## src/rtl/e203_oitf_pkg.sv

```systemverilog
// ---------------------------------------------------------------------------
// e203_oitf_pkg
// Shared types and constants for the Outstanding Instruction Track FIFO.
//   oitf_entry_t : payload stored per in-flight long-pipe instruction
//   OITF_DEPTH   : default number of OITF entries
// ---------------------------------------------------------------------------
package e203_oitf_pkg;

    localparam int OITF_DEPTH = 2;

    typedef struct packed {
        logic        rdwen;
        logic        rdfpu;
        logic [4:0]  rdidx;
        logic [31:0] pc;
    } oitf_entry_t;

endpackage

```

## src/rtl/e203_oitf_entry_match.sv

```systemverilog
// ---------------------------------------------------------------------------
// e203_oitf_entry_match
// Compares one OITF entry's destination register against one source/dest
// register query coming from the dispatch stage.
//   vld, rdwen, rdfpu, rdidx : state of the tracked entry
//   q_en, q_idx, q_fpu       : register query (enable, index, file select)
//   hit                      : entry holds a pending write to that register
// ---------------------------------------------------------------------------
module e203_oitf_entry_match (
    input  logic       vld,
    input  logic       rdwen,
    input  logic       rdfpu,
    input  logic [4:0] rdidx,
    input  logic       q_en,
    input  logic [4:0] q_idx,
    input  logic       q_fpu,
    output logic       hit
);

    // An entry that does not write a register can never create a hazard,
    // and integer/FPU files are separate namespaces with the same indices.
    assign hit = vld & rdwen & q_en & (q_idx == rdidx) & (q_fpu == rdfpu);

endmodule

```

## src/rtl/e203_exu_oitf_trk.sv

```systemverilog
// ---------------------------------------------------------------------------
// e203_exu_oitf_trk
// Outstanding Instruction Track FIFO. One entry is allocated per long-pipe
// instruction at dispatch and retired in order at long-pipe writeback. The
// dispatch unit uses the match flags to stall on RAW/WAW hazards.
//
// Ports
//   clk, rst                       : clock, synchronous active-high reset
//   disp_oitf_ena                  : allocate request (gated by ready)
//   disp_oitf_ready                : at least one entry free
//   disp_oitf_ptr                  : itag the next allocation receives
//   disp_oitf_rs{1,2,3}{en,idx,fpu}: source operand queries
//   disp_oitf_rd{wen,idx,fpu}      : destination query / allocation payload
//   disp_oitf_pc                   : PC stored with the allocated entry
//   oitfrd_match_disp{rs1,rs2,rs3,rd}: hazard flags
//   oitf_ret_ena                   : retire the oldest entry
//   oitf_ret_{ptr,rdidx,rdwen,rdfpu,pc}: oldest entry (valid when not empty)
//   oitf_empty                     : no outstanding entries
// ---------------------------------------------------------------------------
module e203_exu_oitf_trk
    import e203_oitf_pkg::*;
#(
    parameter int DEPTH = OITF_DEPTH,
    parameter int PTR_W = $clog2(DEPTH)
) (
    input  logic              clk,
    input  logic              rst,

    input  logic              disp_oitf_ena,
    output logic              disp_oitf_ready,
    output logic [PTR_W-1:0]  disp_oitf_ptr,

    input  logic              disp_oitf_rs1en,
    input  logic              disp_oitf_rs2en,
    input  logic              disp_oitf_rs3en,
    input  logic              disp_oitf_rdwen,
    input  logic [4:0]        disp_oitf_rs1idx,
    input  logic [4:0]        disp_oitf_rs2idx,
    input  logic [4:0]        disp_oitf_rs3idx,
    input  logic [4:0]        disp_oitf_rdidx,
    input  logic              disp_oitf_rs1fpu,
    input  logic              disp_oitf_rs2fpu,
    input  logic              disp_oitf_rs3fpu,
    input  logic              disp_oitf_rdfpu,
    input  logic [31:0]       disp_oitf_pc,

    output logic              oitfrd_match_disprs1,
    output logic              oitfrd_match_disprs2,
    output logic              oitfrd_match_disprs3,
    output logic              oitfrd_match_disprd,

    input  logic              oitf_ret_ena,
    output logic [PTR_W-1:0]  oitf_ret_ptr,
    output logic [4:0]        oitf_ret_rdidx,
    output logic              oitf_ret_rdwen,
    output logic              oitf_ret_rdfpu,
    output logic [31:0]       oitf_ret_pc,
    output logic              oitf_empty
);

    localparam logic [PTR_W-1:0] PTR_LAST = PTR_W'(DEPTH - 1);
    localparam logic [PTR_W-1:0] PTR_ONE  = PTR_W'(1);

    logic [PTR_W-1:0] alc_ptr_reg, alc_ptr_next;
    logic [PTR_W-1:0] ret_ptr_reg, ret_ptr_next;
    logic             alc_flg_reg, alc_flg_next;
    logic             ret_flg_reg, ret_flg_next;
    logic [DEPTH-1:0] vld_reg, vld_next;
    oitf_entry_t      entry_reg [DEPTH];

    logic        full;
    logic        empty;
    logic        alc_fire;
    logic        ret_fire;
    oitf_entry_t alc_entry;

    // Equal pointers mean either empty or full; the wrap flags tell which.
    assign empty = (alc_ptr_reg == ret_ptr_reg) & (alc_flg_reg == ret_flg_reg);
    assign full  = (alc_ptr_reg == ret_ptr_reg) & (alc_flg_reg != ret_flg_reg);

    // Ready depends only on current occupancy: a retire in the same cycle
    // does not free a slot for an allocation until the next cycle.
    assign alc_fire = disp_oitf_ena & ~full;
    assign ret_fire = oitf_ret_ena & ~empty;

    assign alc_entry = '{rdwen: disp_oitf_rdwen,
                         rdfpu: disp_oitf_rdfpu,
                         rdidx: disp_oitf_rdidx,
                         pc:    disp_oitf_pc};

    // Pointer/valid next-state. When neither full nor empty the two pointers
    // differ, so allocate and retire never touch the same valid bit.
    always_comb begin
        alc_ptr_next = alc_ptr_reg;
        alc_flg_next = alc_flg_reg;
        ret_ptr_next = ret_ptr_reg;
        ret_flg_next = ret_flg_reg;
        vld_next     = vld_reg;

        if (alc_fire) begin
            vld_next[alc_ptr_reg] = 1'b1;
            if (alc_ptr_reg == PTR_LAST) begin
                alc_ptr_next = '0;
                alc_flg_next = ~alc_flg_reg;
            end else begin
                alc_ptr_next = alc_ptr_reg + PTR_ONE;
            end
        end

        if (ret_fire) begin
            vld_next[ret_ptr_reg] = 1'b0;
            if (ret_ptr_reg == PTR_LAST) begin
                ret_ptr_next = '0;
                ret_flg_next = ~ret_flg_reg;
            end else begin
                ret_ptr_next = ret_ptr_reg + PTR_ONE;
            end
        end
    end

    always_ff @(posedge clk) begin
        if (rst) begin
            alc_ptr_reg <= '0;
            alc_flg_reg <= 1'b0;
            ret_ptr_reg <= '0;
            ret_flg_reg <= 1'b0;
            vld_reg     <= '0;
            // Payload is cleared so the retire outputs read zero after reset.
            for (int i = 0; i < DEPTH; i++) begin
                entry_reg[i] <= '0;
            end
        end else begin
            alc_ptr_reg <= alc_ptr_next;
            alc_flg_reg <= alc_flg_next;
            ret_ptr_reg <= ret_ptr_next;
            ret_flg_reg <= ret_flg_next;
            vld_reg     <= vld_next;
            if (alc_fire) begin
                entry_reg[alc_ptr_reg] <= alc_entry;
            end
        end
    end

    // Hazard detection: every entry is compared against all four queries.
    // Only registered state is used, so an entry allocated this cycle does
    // not see itself.
    logic [DEPTH-1:0] hit_rs1, hit_rs2, hit_rs3, hit_rd;

    generate
        for (genvar gi = 0; gi < DEPTH; gi++) begin : g_entry
            e203_oitf_entry_match u_match_rs1 (
                .vld   (vld_reg[gi]),
                .rdwen (entry_reg[gi].rdwen),
                .rdfpu (entry_reg[gi].rdfpu),
                .rdidx (entry_reg[gi].rdidx),
                .q_en  (disp_oitf_rs1en),
                .q_idx (disp_oitf_rs1idx),
                .q_fpu (disp_oitf_rs1fpu),
                .hit   (hit_rs1[gi])
            );
            e203_oitf_entry_match u_match_rs2 (
                .vld   (vld_reg[gi]),
                .rdwen (entry_reg[gi].rdwen),
                .rdfpu (entry_reg[gi].rdfpu),
                .rdidx (entry_reg[gi].rdidx),
                .q_en  (disp_oitf_rs2en),
                .q_idx (disp_oitf_rs2idx),
                .q_fpu (disp_oitf_rs2fpu),
                .hit   (hit_rs2[gi])
            );
            e203_oitf_entry_match u_match_rs3 (
                .vld   (vld_reg[gi]),
                .rdwen (entry_reg[gi].rdwen),
                .rdfpu (entry_reg[gi].rdfpu),
                .rdidx (entry_reg[gi].rdidx),
                .q_en  (disp_oitf_rs3en),
                .q_idx (disp_oitf_rs3idx),
                .q_fpu (disp_oitf_rs3fpu),
                .hit   (hit_rs3[gi])
            );
            e203_oitf_entry_match u_match_rd (
                .vld   (vld_reg[gi]),
                .rdwen (entry_reg[gi].rdwen),
                .rdfpu (entry_reg[gi].rdfpu),
                .rdidx (entry_reg[gi].rdidx),
                .q_en  (disp_oitf_rdwen),
                .q_idx (disp_oitf_rdidx),
                .q_fpu (disp_oitf_rdfpu),
                .hit   (hit_rd[gi])
            );
        end
    endgenerate

    assign oitfrd_match_disprs1 = |hit_rs1;
    assign oitfrd_match_disprs2 = |hit_rs2;
    assign oitfrd_match_disprs3 = |hit_rs3;
    assign oitfrd_match_disprd  = |hit_rd;

    assign disp_oitf_ready = ~full;
    assign disp_oitf_ptr   = alc_ptr_reg;
    assign oitf_empty      = empty;

    // Oldest entry read straight from the array; when empty this simply
    // shows whatever was last stored at the retire pointer.
    assign oitf_ret_ptr   = ret_ptr_reg;
    assign oitf_ret_rdidx = entry_reg[ret_ptr_reg].rdidx;
    assign oitf_ret_rdwen = entry_reg[ret_ptr_reg].rdwen;
    assign oitf_ret_rdfpu = entry_reg[ret_ptr_reg].rdfpu;
    assign oitf_ret_pc    = entry_reg[ret_ptr_reg].pc;

endmodule

```

## config.mk

```make
export PLATFORM = sky130hd
export DESIGN_NAME = e203_exu_oitf_trk
export DESIGN_NICKNAME = d
export VERILOG_FILES = /design/src/rtl/e203_oitf_pkg.sv /design/src/rtl/e203_oitf_entry_match.sv /design/src/rtl/e203_exu_oitf_trk.sv
export SDC_FILE = /design/constraint.sdc
export NUM_CORES = 1
export LEC_CHECK = 0
export CORE_MARGIN = 1.5
export CORE_UTILIZATION = 35
export DETAILED_ROUTE_END_ITERATION = 8
export GPL_TIMING_DRIVEN = 0
export PLACE_DENSITY = 0.65
export SYNTH_ARGS = -nofsm -noshare
export SYNTH_HDL_FRONTEND = slang
export SYNTH_SLANG_ARGS = --single-unit
```

## constraint.sdc

```tcl
create_clock -name clk -period 7.23 [get_ports clk]
set_clock_uncertainty 0.15 [all_clocks]
set_input_delay 2.169 -clock clk [delete_from_list [all_inputs] [get_ports clk]]
set_output_delay 2.169 -clock clk [all_outputs]
set_load 0.01 [all_outputs]
```

==> run_results.csv <==
group,metric,value,unit
global_routing,grt-ovfl-total,0,
critical_path,cp_slowest_cell,"clkdlybuf4s50_1",
run,maxCapViolCount,0,
synth,syn_area_per_cell,13.2,µm²
timing,hold_viol,0,
clocking,numCtsBuffers,9,
clocking,post_cts_buffers,0,
critical_path,cp_top_family,"buffers and inverters",
critical_path,cp_cell_sequence,"clkdlybuf4s50_1 -> xor2_1 -> nor4_1 -> nand4_1 -> a21boi_0 -> clkdlybuf4s50_1",
layout,area_delta_synth_final,38.1,%
critical_path,critPathLaunchType,"input port",
critical_path,crit_required,4.91,ns
layout,fill_cells,1070,
synth,synth_area,4330,µm²
layout,largest_reg_flops,78,
timing,hold_ws,0.359,ns
placement,pre_cts_ws,0.741,ns
placement,place_congestion,0.818,
pwr,p_leak,2.22,nW
layout,regArea,2480,µm²
clocking,cts_resized,0,
global_routing,grt_max_degree,40,
clocking,hold_buffers,0,
floorplan,io-pin-count,111,
timing,setup_viol,0,
critical_path,timing_worst_setup_path_type,"in -> out",
placement,dpl_cell_area,5660,µm²
synth,ys_types,32,
timing,fin_ws,0.732,ns
route,vias_per_cell,4.64,
critical_path,endpoint_kind,"output pin",
synth,synth_fp_nets,393,
global_routing,grt_first_pass_wirelength,15000,µm
floorplan,die_w,114,µm
clocking,clockRootBuffer,"clkbuf_16",
timing,fin_crit,6.50,ns
outcome,status,"completed",
timing,period_share,89.9,%
clocking,cts_tree,"done",
placement,place.port_buffers,110,
placement,dp.final_hpwl,6710,µm
global_routing,grt_pass1_vias,2949,
min_path,hp-class,"reg -> reg",
synth,ys_seq_area_share,57.4,%
clocking,path_clk_slew,0.06,ns
timing,slew-limit-headroom,31.7,%
route,vias,2893,
clocking,cts.sink_count,85,
floorplan,die_area,13000,µm²
synth,synth_cells,328,
route,drc_errors,0,
layout,multi_input_area,1710,µm²
timing,fin_setup_tns,0,ns
route,drt_iter0_markers,130,
layout,fin_area,5980,µm²
layout,nets,515,
synth,ys_ff_latch,85,
route,wl,9540,µm
floorplan,initial_core_util,35.9,%
timing,tightest_slew,1.02,ns
route,first_pass_iters,4,
pwr,p_per_area,254,nW/µm²
route,postRouteAntennaNets,0,
critical_path,cpMostUsedCell,"clkdlybuf4s50_1",
critical_path,worst-path-buf-inv,2,
floorplan,core_area,12100,µm²
critical_path,critPathMaxFanout,2,
clocking,clk_path_buf_depth,2,
critical_path,critical_path.max_stage_delay,0.55,ns
clocking,clkLatencyLatePin,0.33,ns
floorplan,placementRows,40,
floorplan,die_h,114,µm
route,wire_per_inst,15.3,µm
clocking,htreeDepth,3,
synth,ys_warn_count,0,
critical_path,crit_arrival,4.18,ns
global_routing,track_usage,15.1,%
layout,drive_gt1_share,17.4,%
timing,rsz0062_at_grt,"no",
global_routing,antenna_found_initial,0,
layout,antenna_cells,0,
pwr,vdd_drop_max,0.172,mV
timing,drv_slew,0,
timing,clock.fmax,0.154,GHz
[worst reg2reg max path: cells and delay by family, from the launching register on]
| family | cells | cell delay (ns) |
|---|---|---|
| AND/OR/NAND/NOR | 1 | 0.83 |
| AO/OA/AOI/OAI | 1 | 0.24 |
| flip-flops | 1 | 0.36 |
| XOR/XNOR | 1 | 0.21 |
[through the flow]
step / power [mW] / utilization [%] / cells
3_5_place_dp: 1.05 / 46.9 / 607
3_3_place_gp: 1.04 / 46.8 / 606
4_1_cts: 1.53 / 49.6 / 623
6_report: 1.52 / 49.6 / 623
2_1_floorplan: 0.841 / - / 328
5_1_grt: 1.59 / 49.6 / 623
[placed cells by master, fill, tap and decap left out, types with 2 or more instances in the layout]
cell             synthesis  final
a21boi_0                 4      4
and2_1                  68     68
and2_4                  10     10
buf_1                    2      2
buf_2                    4      4
buf_6                    2      2
bufinv_16                0      2
clkbuf_1                14     14
clkbuf_16                0      9
clkbuf_2                 2      2
clkdlybuf4s50_1          0    110
clkinv_1                 0      2
clkinv_4                 0      2
dfxtp_1                  7      7
edfxtp_1                78     78
inv_1                    3      3
mux2_2                  39     39
nand2_1                  4      4
nand4_1                  8      8
nor2_1                   6      6
nor2b_1                  2      2
nor4_1                   8      8
o21ai_0                  2      2
xnor2_1                 28     28
xor2_1                  25     25
[where the power goes]
| part | internal, mW | switching (mW) |
|---|---|---|
| Clock | 0.300 | 0.183 |
| Sequential | 0.595 | 0.0180 |
| Combinational | 0.236 | 0.185 |
[cells in the mapped netlist]
library cell | n | share of area (%)
a221oi_1 | 1 | 0.20
a21boi_0 | 4 | 0.69
or2b_1 | 1 | 0.17
a21oi_2 | 1 | 0.20
nor2_1 | 6 | 0.52
inv_1 | 3 | 0.26
nor2b_4 | 1 | 0.32
a21oi_1 | 1 | 0.12
buf_2 | 4 | 0.46
clkbuf_2 | 2 | 0.23
mux2_2 | 39 | 10
edfxtp_1 | 78 | 54
xor2_1 | 25 | 5.1
clkbuf_1 | 14 | 1.2
buf_8 | 1 | 0.35
o22ai_1 | 1 | 0.14
nor4_1 | 8 | 1.2
buf_6 | 2 | 0.52
or2_2 | 1 | 0.14
xnor2_1 | 28 | 5.7
buf_1 | 2 | 0.17
xor2_2 | 1 | 0.38
ha_1 | 1 | 0.29
nand2b_1 | 1 | 0.14
and2_4 | 10 | 2.0
o21ai_2 | 1 | 0.20
nand2_1 | 4 | 0.35
dfxtp_1 | 7 | 3.2
and2_1 | 68 | 9.8
o21ai_0 | 2 | 0.23
nand4_1 | 8 | 1.2
nor2b_1 | 2 | 0.29
[cells by family (layout without fill, tap and decap cells)]
logic type | count (synthesis) | after routing | synth area share (%)
and+or+nand+nor | 110 | 110 | 16.1
xor gates and xnor gates | 54 | 54 | 11.1
adders and majority gates | 1 | 1 | 0.289
AOI/OAI and AO/OA | 11 | 11 | 1.79
DFF | 85 | 85 | 57.4
buffers and inverters | 28 | 155 | 3.21
muxes | 39 | 39 | 10.1
[final timing paths]
check / start / to / slack [ns] / depth (start not counted)
hold / removal: vld_reg[0]$_SDFF_PP0_ / vld_reg[0]$_SDFF_PP0_ / 0.36 / 2
hold reg to reg: vld_reg[0]$_SDFF_PP0_ / vld_reg[0]$_SDFF_PP0_ / 0.36 / 2
setup reg to reg: ret_flg_reg$_SDFFE_PP0P_ / entry_reg[1][5]$_SDFFCE_PN0P_ / 5.03 / 3
setup / recovery: disp_oitf_rs3idx[3] / oitfrd_match_disprs3 / 0.73 / 6
[cell type report]
type                       count  share of cell area, %
sequential                    85                   41.5
multi-input combinational    215                   28.6
timing repair buffer         111                   18.8
clock buffer                   9                   3.77
tap                          168                   3.52
buffer                        25                   2.14
clock inverter                 7                   1.51
inverter                       3                  0.188
[layer usage]
layer | global-route usage (%) | wire [µm] | part of all wire, % | vias up
met4 | 5.75 | 151 | 1.6 | 0
met5 | 0 | 0 | 0 | -
met2 | 24.7 | 4460 | 47 | 109
met1 | 18.6 | 4120 | 43 | 1390
li1 | - | - | - | 1383
met3 | 4.92 | 808 | 8.5 | 11
No activity file was read; power rests on OpenSTA's default activity.
